<file path="src/rtl/gray_pkg.sv">
// Shared encodings and Gray/binary conversion helpers for the Gray step sequencer.
// Helpers work on a MAX_W-bit container; callers zero-extend narrower values and truncate results.
package gray_pkg;

  localparam int MAX_W = 32;

  typedef enum logic [1:0] {
    OP_LOAD   = 2'd0,
    OP_RUN_UP = 2'd1,
    OP_RUN_DN = 2'd2,
    OP_NOP    = 2'd3
  } op_e;

  typedef enum logic {
    ST_IDLE = 1'b0,
    ST_RUN  = 1'b1
  } state_e;

  function automatic logic [MAX_W-1:0] bin2gray(input logic [MAX_W-1:0] b);
    return b ^ (b >> 1);
  endfunction

  // Zero-extended upper bits leave the prefix XOR unaffected, so any width <= MAX_W converts correctly.
  function automatic logic [MAX_W-1:0] gray2bin(input logic [MAX_W-1:0] g);
    logic [MAX_W-1:0] b;
    b[MAX_W-1] = g[MAX_W-1];
    for (int i = MAX_W - 2; i >= 0; i--) begin
      b[i] = b[i+1] ^ g[i];
    end
    return b;
  endfunction

endpackage

</file>
<file path="src/rtl/gray_core.sv">
// W-bit counter kept in binary, with registered Gray and binary views of the same count.
module gray_core
  import gray_pkg::*;
#(
  parameter int W = 4
) (
  input  logic         clk,
  input  logic         rst,
  input  logic         load,
  input  logic [W-1:0] load_val,
  input  logic         en,
  input  logic         dir,
  output logic [W-1:0] gray_out,
  output logic [W-1:0] bin_out
);

  logic [W-1:0] bin_next;

  // dir = 1 counts down; arithmetic wraps naturally modulo 2^W.
  always_comb begin
    bin_next = bin_out;
    if (load) begin
      bin_next = load_val;
    end else if (en) begin
      bin_next = dir ? (bin_out - W'(1)) : (bin_out + W'(1));
    end
  end

  always_ff @(posedge clk or posedge rst) begin
    if (rst) begin
      bin_out  <= '0;
      gray_out <= '0;
    end else begin
      bin_out  <= bin_next;
      gray_out <= W'(bin2gray(MAX_W'(bin_next)));
    end
  end

endmodule

</file>
<file path="src/rtl/gray_step_ctrl.sv">
// Command sequencer: accepts LOAD / RUN_UP / RUN_DN over valid/ready and steps the Gray core once per clock.
module gray_step_ctrl
  import gray_pkg::*;
#(
  parameter int W = 4
) (
  input  logic         clk,
  input  logic         rst,
  input  logic         cmd_valid,
  output logic         cmd_ready,
  input  logic [1:0]   cmd_op,
  input  logic [W-1:0] cmd_arg,
  input  logic         abort,
  output logic [W-1:0] gray_out,
  output logic [W-1:0] bin_out,
  output logic         busy,
  output logic         done,
  output logic         aborted
);

  state_e       state;
  logic [W-1:0] remaining;
  logic         dir_q;
  logic         core_load;
  logic         core_en;

  assign cmd_ready = (state == ST_IDLE);
  assign busy      = (state == ST_RUN);
  assign core_load = cmd_ready && cmd_valid && (cmd_op == OP_LOAD);
  assign core_en   = busy && !abort;

  gray_core #(.W(W)) u_core (
    .clk      (clk),
    .rst      (rst),
    .load     (core_load),
    .load_val (cmd_arg),
    .en       (core_en),
    .dir      (dir_q),
    .gray_out (gray_out),
    .bin_out  (bin_out)
  );

  // Abort takes priority over the final step so an aborted run never reports done.
  always_ff @(posedge clk or posedge rst) begin
    if (rst) begin
      state     <= ST_IDLE;
      remaining <= '0;
      dir_q     <= 1'b0;
      done      <= 1'b0;
      aborted   <= 1'b0;
    end else begin
      done    <= 1'b0;
      aborted <= 1'b0;
      case (state)
        ST_IDLE: begin
          if (cmd_valid) begin
            case (op_e'(cmd_op))
              OP_RUN_UP, OP_RUN_DN: begin
                if (cmd_arg == '0) begin
                  done <= 1'b1;
                end else begin
                  remaining <= cmd_arg;
                  dir_q     <= (cmd_op == OP_RUN_DN);
                  state     <= ST_RUN;
                end
              end
              default: done <= 1'b1;
            endcase
          end
        end
        ST_RUN: begin
          if (abort) begin
            state     <= ST_IDLE;
            aborted   <= 1'b1;
            remaining <= '0;
          end else begin
            remaining <= remaining - W'(1);
            if (remaining == W'(1)) begin
              state <= ST_IDLE;
              done  <= 1'b1;
            end
          end
        end
        default: state <= ST_IDLE;
      endcase
    end
  end

endmodule

</file>
<file path="config.mk">
export PLATFORM = sky130hd
export DESIGN_NAME = gray_step_ctrl
export DESIGN_NICKNAME = d
export VERILOG_FILES = /design/src/rtl/gray_pkg.sv /design/src/rtl/gray_core.sv /design/src/rtl/gray_step_ctrl.sv
export SDC_FILE = /design/constraint.sdc
export NUM_CORES = 1
export LEC_CHECK = 0
export CAP_MARGIN = 10
export CORE_MARGIN = 5
export CORE_UTILIZATION = 47
export CTS_CLUSTER_DIAMETER = 150
export DETAILED_ROUTE_END_ITERATION = 6
export PLACE_DENSITY = 0.77
export SLEW_MARGIN = 20
export SYNTH_ARGS = -nofsm -noshare
export SYNTH_HDL_FRONTEND = slang
export SYNTH_SLANG_ARGS = --single-unit
</file>
<file path="constraint.sdc">
create_clock -name clk -period 2.05 [get_ports clk]
set_input_delay 0.41 -clock clk [delete_from_list [all_inputs] [get_ports clk]]
set_output_delay 0.41 -clock clk [all_outputs]
set_load 0.05 [all_outputs]
</file>
==> results.sh <==
export IMPL_status="finished clean"
export IMPL_hp_class="primary input to asynchronous set/reset pin"
export IMPL_stdcell_count=150
export IMPL_ir_drop_mv=0.850
export IMPL_crit_fanout=7
export IMPL_period_minus_slack_ns=1.98
export IMPL_grt_max_degree=16
export IMPL_start_kind="register"
export IMPL_fin_nets=143
export IMPL_fin_util_pct=69.5
export IMPL_path_delay_family="buffers and inverters"
export IMPL_areaGrowthSynthToFinish_pct=38.6
export IMPL_grt_overflow=0
export IMPL_p_seq_share_pct=29.1
export IMPL_cp_end_kind="primary output"
export IMPL_crit_chain="clkdlybuf4s50_1"
export IMPL_crit_slowest_cell="clkdlybuf4s50_1"
export IMPL_gp_congestion=0.844
export IMPL_drv_cap=0
export IMPL_fin_crit_sh_pct=96.7
export IMPL_wire_per_inst_um=12.7
export IMPL_place_inst=145
export IMPL_clock_skew_ns=0.00866
export IMPL_ys_seq_area_share_pct=42.4
export IMPL_drc=0
export IMPL_max_stage_delay_ns=0.84
export IMPL_synth_cells=92
export IMPL_cts_root_buf="clkbuf_4"
export IMPL_cts_buffers=3
export IMPL_r2r_start="dir_q$_DFFE_PP0P_"
export IMPL_power_density_nw_per_um2=1460
export IMPL_cp_arrival_ns=1.57
export IMPL_initial_core_util_pct=50.1
export IMPL_grt_use_total_pct=14.8
export IMPL_comb_power_share_pct=61.4
export IMPL_p_leak_uw=0.000583
export IMPL_via_per_inst=5.11
export IMPL_synth_avg_cell_area_um2=9.62
export IMPL_tritoncts="built"
export IMPL_finalSetupViolations=0
export IMPL_die_w_um=53.4
export IMPL_first_pass_iters=5
export IMPL_cts_max_level=1
export IMPL_clockPowerShare_pct=9.5
export IMPL_netlist_area_um2=885
export IMPL_grt_pass1_wl_um=3140
export IMPL_fmax_mhz=505
export IMPL_synth_cell_types=32
export IMPL_required_ns=1.64
export IMPL_port_buffers=21
export IMPL_rows=15
export IMPL_slew_headroom_pct=61.9
export IMPL_dr_first_iter_drc_count=12
export IMPL_yosysWarningCount=0
export IMPL_die_area_um2=2850
export IMPL_die_h_um=53.4
export IMPL_io_pins=22
export IMPL_r2r_setup_slack_ns=0.21
export IMPL_clock_sink_count=15
export IMPL_maxSlewViolCount=0
export IMPL_crit_type="register to primary output"
export IMPL_switching_share_pct=47.3
export IMPL_power_switching_uw=848
export IMPL_cts_buffer_depth=2
export IMPL_grt_pass1_vias=743
export IMPL_dp_hpwl_um=1520
export IMPL_crit_buf_inv=1
export IMPL_drive_above_1_share_pct=15.2
export IMPL_synth_seq_cells=15
export IMPL_hold_viol=0
export IMPL_clock_latency_ns=0.28
export IMPL_p_int_uw=946
export IMPL_startpoint="u_core.bin_out[3]$_DFF_PP0_"
export IMPL_cts_clk_slew_worst_paths_ns=0.09
export IMPL_n_fill_cell=150
export IMPL_tightestPinTransition_ns=0.571
export IMPL_antenna_found_initial=0
export IMPL_wl_um=1900
export IMPL_antenna_left=0
export IMPL_rsz0062_at_grt="no"
export IMPL_diodes=0
export IMPL_syn_nets=109
export IMPL_core_um2=1760
export IMPL_vias=767
==> power by group through the flow <==
stage / clock [uW] / combinational, uW / sequential, uW
after CTS: 175 / 1070 / 516
after floorplan: 0 / 476 / 783
after detailed placement: 0 / 1070 / 522
after global routing: 191 / 1190 / 537
final: 170 / 1100 / 522
after global placement: 0 / 1040 / 519
==> layout by cell type (no fill, tap or decap), types with 2 or more instances in the layout <==
cell type        synthesis  routed
dfrtp_1                 15      15
o21ai_0                  4       4
nor2_1                   7       7
inv_1                   13      13
nand2_1                  7       7
xor2_1                   2       2
o211ai_1                 2       2
and3_1                   2       2
xnor2_1                  4       4
buf_4                    1      12
ha_1                     6       5
nand3_1                  2       2
clkdlybuf4s50_1          0      19
a21oi_1                  7       6
clkbuf_4                 0       3
a2111oi_0                2       2
==> cell usage after synthesis <==
cell type	count	area share [%]
a2111oi_0	2	2.0
a21oi_1	7	4.0
a31oi_1	1	0.71
and2_1	1	0.71
and3_1	2	1.4
and4_1	1	0.99
buf_2	1	0.57
buf_4	1	0.85
dfrtp_1	15	42
fa_1	1	2.3
ha_1	6	8.5
inv_1	13	5.5
mux2_2	1	1.3
mux2i_1	1	1.1
nand2_1	7	3.0
nand2b_1	1	0.71
nand3_1	2	1.1
nand3b_4	1	2.3
nor2_1	7	3.0
nor2b_1	1	0.71
nor3_1	1	0.57
nor3b_1	1	0.85
nor4bb_1	1	1.1
o211ai_1	2	1.7
o21ai_0	4	2.3
o21ai_1	1	0.57
o31ai_1	1	0.85
o32ai_1	1	0.99
o41a_1	1	1.3
or2b_1	1	0.85
xnor2_1	4	4.0
xor2_1	2	2.0
==> registers in the layout, indices dropped and copies added (netlist names) <==
register	count
remaining	4
u_core.bin_out	4
u_core.gray_out	3
aborted	1
busy	1
dir_q	1
done	1
==> metal layers <==
layer	GRT usage, %	up-vias	share of wire [%]
met2	25.1	35	49
met5	0	-	0
met1	18.9	349	45
met4	5.11	0	0.53
li1	-	381	-
met3	2.25	2	5.7
==> through the flow <==
step / power (uW) / setup WS, ns / hold WS, ns / setup TNS, ns / area [um2]
after CTS: 1770 / 0.0552 / 0.508 / 0 / 1200
after global routing: 1920 / 0.00142 / 0.534 / 0 / 1230
final: 1790 / 0.0681 / 0.478 / 0 / 1230
after floorplan: 1260 / 0.0233 / 0.311 / 0 / 885
after global placement: 1560 / -0.0464 / 0.501 / -0.0464 / 1180
after detailed placement: 1590 / -0.169 / 0.511 / -0.226 / 1180
==> timing repair <==
item,in CTS,in global routing
endpoints found under the hold margin,0,0
setup buffers,0,1
hold buffers,0,0
gates resized for setup,0,2
endpoints found under the setup margin,0,1
==> layout make-up <==
class | count | area (um2) | area share, %
Clock buffer | 4 | 26.3 | 2.14
Inverter | 13 | 48.8 | 3.98
Multi-Input combinational cell | 62 | 464 | 37.9
Sequential cell | 15 | 375 | 30.6
Tap cell | 25 | 31.3 | 2.55
Timing Repair Buffer | 31 | 280 | 22.9
==> cell families (layout without fill, tap and decap cells) <==
| kind of cell | Yosys count | count (layout) | synth area share [%] |
|---|---|---|---|
| AOI/OAI and AO/OA | 20 | 20 | 14.3 |
| xor gates and xnor gates | 6 | 6 | 5.94 |
| adders and majority gates | 7 | 7 | 10.7 |
| buffers and inverters | 15 | 48 | 6.93 |
| DFF | 15 | 15 | 42.4 |
| muxes | 2 | 2 | 2.40 |
| and+or+nand+nor | 27 | 27 | 17.3 |
==> path summary, 6_finish.rpt <==
kind / end / depth (start not counted)
setup / recovery: gray_out[3] / 1
hold / removal: u_core.gray_out[2]$_DFF_PP0_ / 2
setup reg to reg: u_core.gray_out[2]$_DFF_PP0_ / 6
hold reg to reg: remaining[1]$_DFFE_PP0P_ / 2
max in group asynchronous: remaining[1]$_DFFE_PP0P_ / 2
min in group clk: remaining[1]$_DFFE_PP0P_ / 2
Power figures use the tool's default switching activity.
